$ cat src/rtl/dac_axis_elastic_buffer.sv
// Elastic AXIS buffer feeding the RF data converter DAC. It prefills before streaming and reports underruns and fill statistics.
// Optional build macro DAC_EBUF_HOLD_LAST_EN: hold the last word read on m_axis_TDATA while the output is idle.
module dac_axis_elastic_buffer #(
  parameter  int AXIS_DATA_WIDTH = 256,
  parameter  int FIFO_DEPTH      = 16,
  parameter  int PREFILL_LEVEL   = 8,
  parameter  int COUNT_WIDTH     = 16,
  localparam int PTR_W           = $clog2(FIFO_DEPTH),
  localparam int LVL_W           = PTR_W + 1
) (
  input  logic                       axis_CLK,
  input  logic                       axis_RESETN,
  input  logic [AXIS_DATA_WIDTH-1:0] s_axis_TDATA,
  input  logic                       s_axis_TVALID,
  output logic                       s_axis_TREADY,
  output logic [AXIS_DATA_WIDTH-1:0] m_axis_TDATA,
  output logic                       m_axis_TVALID,
  input  logic                       m_axis_TREADY,
  input  logic                       evrHbMarker,
  input  logic                       statusClear,
  output logic [LVL_W-1:0]           fillLevel,
  output logic [LVL_W-1:0]           hbFillLevel,
  output logic [LVL_W-1:0]           lowWater,
  output logic [COUNT_WIDTH-1:0]     underrunCount,
  output logic                       running
);

  typedef enum logic {
    ST_FILL = 1'b0,
    ST_RUN  = 1'b1
  } state_t;

  localparam logic [LVL_W-1:0] LVL_FULL    = LVL_W'(FIFO_DEPTH);
  localparam logic [LVL_W-1:0] LVL_PREFILL = LVL_W'(PREFILL_LEVEL);

  logic [AXIS_DATA_WIDTH-1:0] r_mem [FIFO_DEPTH];
  logic [LVL_W-1:0]           r_wr_ptr;
  logic [LVL_W-1:0]           r_rd_ptr;
  state_t                     r_state;
  state_t                     w_state_nxt;
  logic [LVL_W-1:0]           r_hb_fill;
  logic [LVL_W-1:0]           r_low_water;
  logic [COUNT_WIDTH-1:0]     r_underrun_cnt;

  logic [LVL_W-1:0]           w_fill;
  logic                       w_wr;
  logic                       w_rd;
  logic                       w_underrun;
  logic [AXIS_DATA_WIDTH-1:0] w_rd_data;

  // Occupancy from the pointer difference; the extra MSB separates full from empty.
  assign w_fill        = r_wr_ptr - r_rd_ptr;
  assign s_axis_TREADY = axis_RESETN && (w_fill != LVL_FULL);
  assign m_axis_TVALID = (r_state == ST_RUN) && (w_fill != '0);
  assign w_wr          = s_axis_TVALID && s_axis_TREADY;
  assign w_rd          = m_axis_TVALID && m_axis_TREADY;
  assign w_underrun    = (r_state == ST_RUN) && m_axis_TREADY && (w_fill == '0);
  assign w_rd_data     = r_mem[r_rd_ptr[PTR_W-1:0]];

  // NOTE: storage has no reset; the pointers alone define which words are valid.
  always_ff @(posedge axis_CLK) begin
    if (w_wr) begin
      r_mem[r_wr_ptr[PTR_W-1:0]] <= s_axis_TDATA;
    end
  end

  // NOTE: state is updated with <= so every register sees pre-edge values.
  always_ff @(posedge axis_CLK) begin
    if (!axis_RESETN) begin
      r_wr_ptr <= '0;
      r_rd_ptr <= '0;
      r_state  <= ST_FILL;
    end else begin
      r_state <= w_state_nxt;
      if (w_wr) r_wr_ptr <= r_wr_ptr + 1'b1;
      if (w_rd) r_rd_ptr <= r_rd_ptr + 1'b1;
    end
  end

  // NOTE: next state defaults to the current state, so no path can infer a latch.
  always_comb begin
    w_state_nxt = r_state;
    case (r_state)
      ST_FILL: if (w_fill >= LVL_PREFILL) w_state_nxt = ST_RUN;
      ST_RUN:  if (w_underrun)            w_state_nxt = ST_FILL;
      default:                            w_state_nxt = ST_FILL;
    endcase
  end

  always_ff @(posedge axis_CLK) begin
    if (!axis_RESETN) begin
      r_hb_fill      <= '0;
      r_low_water    <= LVL_FULL;
      r_underrun_cnt <= '0;
    end else begin
      if (evrHbMarker) r_hb_fill <= w_fill;

      if (evrHbMarker || statusClear) begin
        r_low_water <= LVL_FULL;
      end else if ((r_state == ST_RUN) && (w_fill < r_low_water)) begin
        r_low_water <= w_fill;
      end

      // A clear coinciding with an underrun keeps that event in the fresh count.
      if (statusClear) begin
        r_underrun_cnt <= w_underrun ? COUNT_WIDTH'(1) : '0;
      end else if (w_underrun && (r_underrun_cnt != '1)) begin
        r_underrun_cnt <= r_underrun_cnt + 1'b1;
      end
    end
  end

`ifdef DAC_EBUF_HOLD_LAST_EN
  logic [AXIS_DATA_WIDTH-1:0] r_last_word;

  always_ff @(posedge axis_CLK) begin
    if (!axis_RESETN) begin
      r_last_word <= '0;
    end else if (w_rd) begin
      r_last_word <= w_rd_data;
    end
  end

  assign m_axis_TDATA = m_axis_TVALID ? w_rd_data : r_last_word;
`else
  assign m_axis_TDATA = m_axis_TVALID ? w_rd_data : '0;
`endif

  assign fillLevel     = w_fill;
  assign hbFillLevel   = r_hb_fill;
  assign lowWater      = r_low_water;
  assign underrunCount = r_underrun_cnt;
  assign running       = (r_state == ST_RUN);

endmodule

$ cat config.mk
export PLATFORM = sky130hd
export DESIGN_NAME = dac_axis_elastic_buffer
export DESIGN_NICKNAME = d
export VERILOG_FILES = /design/src/rtl/dac_axis_elastic_buffer.sv
export SDC_FILE = /design/constraint.sdc
export NUM_CORES = 2
export LEC_CHECK = 0
export BUFFER_PORTS_ARGS = -buffer_cell sky130_fd_sc_hd__buf_2
export CORE_AREA = 2 2 699 353
export CTS_CLUSTER_SIZE = 16
export DETAILED_ROUTE_END_ITERATION = 10
export DIE_AREA = 0 0 701 355
export PLACE_DENSITY = 0.83
export SLEW_MARGIN = 5
export SYNTH_ARGS = -nofsm -noshare
export SYNTH_HDL_FRONTEND = slang
export SYNTH_SLANG_ARGS = --single-unit
$ cat constraint.sdc
create_clock -name axis_CLK -period 95.1 [get_ports axis_CLK]
set_clock_uncertainty 0.05 [all_clocks]
set_input_delay 19.02 -clock axis_CLK [delete_from_list [all_inputs] [get_ports axis_CLK]]
set_output_delay 19.02 -clock axis_CLK [all_outputs]
set_load 0.01 [all_outputs]
==> results.md <==
- Largest net degree at the start of global routing: approximately 180
- Most frequent cells after synthesis: edfxtp_1 (4096), mux4_2 (1280), clkbuf_1 (276), and3_1 (260), buf_2 (45)
- Post-route ant nets: 0
- Final Wtd Congestion: roughly 0.81
- Hold Fails Final Rpt: 0
- Clk buf depth: 4
- Hold worst-path end: hbFillLevel[2]
- Hold-fix buffers, CTS: 0
- Max-slew violations: 0
- Post-Synth Simple-Gate Area: around 1.4%
- GRT Util Overall: between 30% and 40%
- Initial antenna violation count: 122
- Die area: around 250000 um2
- Worst path arrival time: roughly 20000 ps
- Post-synthesis xor/xnor area fraction: less than 1%
- Area grow syn2layout: 11.2%
- IO Pins: around 550
- Bufs and invs on worst path: 2
- Crit. End Element: output pin
- Largest delay share family, worst path: buffers and inverters
- Fmax: approximately 26 MHz
- Hold Path Origin: hbFillLevel[2]
- Largest family of logic cells by synthesized area: multiplexers
- Most numerous cell in the Yosys netlist: edfxtp_1
- Critical R2R Launch: r_wr_ptr[0]
- Global routing's busiest layer: met2
- Critical path startpoint category: input pin
- Met1 Usage GRT: approximately 45%
- CP peak stage delay: ~480 ps
- Num CTS Buffers: between 300 and 400
- Layout cell share with drive strength beyond 1: roughly a third
- Postcts setup bufs: 0
- Max VDD drop: 0.0000156 V
- Register-to-Register Path Depth: 13
- Cell Rows: between 100 and 150
- Fraction of registers with async set or reset after synthesis: 0%
- Final WS setup: roughly 56000 ps
- Post-synth top area share: between 70 and 80%
- Fillers: approximately 12000
- Top post-synthesis cells by area: edfxtp_1 (78%), mux4_2 (18%), and3_1 (1.0%), clkbuf_1 (0.66%), dfxtp_1 (0.52%)
- Synthesized area: around 160000 um2
- Fin crit share: 41.1%
- H-tree depth: 5
- Chip height: roughly 360 um
- Min cycle time layout: about 39000 ps
- Clock root buffer: clkbuf_16
- CP most frequent cell: buf_2
- CP required: 76030 ps
- Remaining global-route overflow: 0
- Crit Path Class: in -> out
- Via count: ~79000
- Setup-failing EPs final: 0
- TNS Setup: 0 ps
- Pre-CTS WS: roughly 56000 ps
- Netlist cell types: between 50 and 60
- Register area share after synthesis: a little under 80%
- DRC Markers: 0
- Synth Net Count: ~6500
- Synthesis Warnings: 0
- Main synth FF type: edfxtp_1
- Post-synthesis adder-cell area fraction: less than 1%
- Post-CTS Resized: 0
- Compound-Gate Fraction of Synth Area: less than 1%
- Worst Max-Slew Pin Slew: 1420 ps
- Max-cap violation count: 0
- Cell taking the most area after synthesis: edfxtp_1
- DP Wirelength: approximately 190000 um
- Reg2reg end: r_mem[11][81]
- PwrDens: between 20 and 25 nW/um2
- Clock sink total: 4137
- DRT Wirelength: ~430000 um
- Critical path fanouts, max: 34
- Crit-path cells: buf_2, nor2b_1, buf_2
- Worst-path clk slew: around 70 ps
- WHS Path Cells: 1
- Nets: just over 7000
- Clk_lat worst skew: 890 ps
- M2 GR Usage: between 50 and 60%
- Status: finished clean
- Die width: 701 um
- Global-route wire length before repair: around 600000 um
- TritonCTS clock tree: done
- Core area: ~240000 um2
- Via density: 7.47
- Grt met3 use: approximately 5.6%
- Pre-antenna DRT Iters: 8
- Slew headroom: ~5.3%
- Hold Slack: roughly 460 ps
- Starting Density: between 60% and 70%
- Post-Synthesis Cells: 6261
- DR WL/cell: between 40 and 50 um
- Seq cells post-synth: slightly above 4000
- Post-synth EDFFs: roughly 4100
- Syn avg cell area: 25.1 um2
- I/O Buffers: ~550
- Mux cell area share after synthesis: between 15 and 20%
- Leakage: between 50 and 60 nW
- Reg-to-reg slack, setup: between 80000 and 90000 ps
- Drt initial violations: about 14000
- Overall Power: approximately 0.0036 W
- Crit path max-delay cell type: buf_2
- RSZ-0062 raised after global routing: no
- Hold Crit Class: reg -> reg
- Number of global-route vias before repair: a little over 80000
==> kinds of logic (layout without fill, tap and decap cells) <==
group / after synthesis / in the layout
AOI/OAI and AO/OA: 73 / 73
xor gates and xnor gates: 2 / 2
adders and majority gates: 15 / 15
buffers and inverters: 372 / 1284
DFF: 4137 / 4137
muxes: 1289 / 1289
other: 0 / 105
and+or+nand+nor: 373 / 373
==> power breakdown <==
part | leakage [nW] | total, W | internal, W | switching (W)
clock | 5.16 | 0.00141 | 0.000740 | 0.000668
combinational | 11.8 | 0.000195 | 0.0000703 | 0.000125
sequential | 37.2 | 0.00202 | 0.00202 | 0.00000788
total | 54.2 | 0.00363 | 0.00283 | 0.000801
==> per-stage QoR <==
step	instance area, um2	instances	utilization (%)
2_1_floorplan	157000	6261	-
3_3_place_gp	164000	9829	67.6
3_5_place_dp	164000	9829	67.6
4_1_cts	174000	10400	72.0
5_1_grt	175000	10500	72.1
6_report	175000	10500	72.1
==> cell type report <==
class | instances | area, um2 | area share, %
antenna | 105 | 263 | 0.150
clock buffer | 416 | 9070 | 5.19
clock inverter | 178 | 1440 | 0.825
inverter | 13 | 48.8 | 0.0279
multi-input combinational | 1752 | 32000 | 18.3
sequential | 4137 | 124000 | 70.9
tap | 3250 | 4070 | 2.33
timing repair buffer | 677 | 4030 | 2.31
==> state kept, by name, summed over array words and instances, names as in the netlist, named ones only <==
name           cells
underrunCount     16
hbFillLevel        5
running            1
r_wr_ptr           5
r_rd_ptr           5
r_mem           4096
lowWater           5
==> worst max-delay path by stage <==
stage	start	depth (start not counted)	endpoint	slack, ps
floorplan	s_axis_TVALID	4	r_mem[3][0]	50030
global placement	axis_RESETN	3	s_axis_TREADY	56140
detailed placement	axis_RESETN	3	s_axis_TREADY	56140
CTS	axis_RESETN	3	s_axis_TREADY	56110
global route	axis_RESETN	3	s_axis_TREADY	56040
finish	axis_RESETN	3	s_axis_TREADY	56040
==> routing by layer <==
layer / vias up / wire, um
li1: 28700 / -
met1: 41100 / 139000
met3: 1331 / 43700
met4: 22 / 30100
met5: - / 133
met2: 7413 / 218000
==> layout by cell type, fill, tap and decap left out, types with 4 or more instances in the layout <==
cell	instances
buf_2	551
o21ai_0	10
clkinv_1	76
clkbuf_16	353
ha_1	14
o211ai_1	7
nor4_2	4
mux2i_1	9
and3_1	260
nand2b_1	11
inv_1	12
nand3_1	6
clkbuf_1	63
clkinv_2	59
and2_1	4
nor2_1	6
or3_1	5
nor3_2	12
nand4_1	8
inv_6	8
edfxtp_1	4096
mux4_2	1280
or4_1	7
and4_1	4
nor2b_1	5
diode_2	105
a21oi_1	16
dfxtp_1	36
buf_4	100
nand2_1	29
a21boi_0	4
o31ai_1	11
dfxtp_4	5
buf_12	26
clkinvlp_4	8
bufinv_16	22
Note: power is estimated with default switching activity, not from simulation.
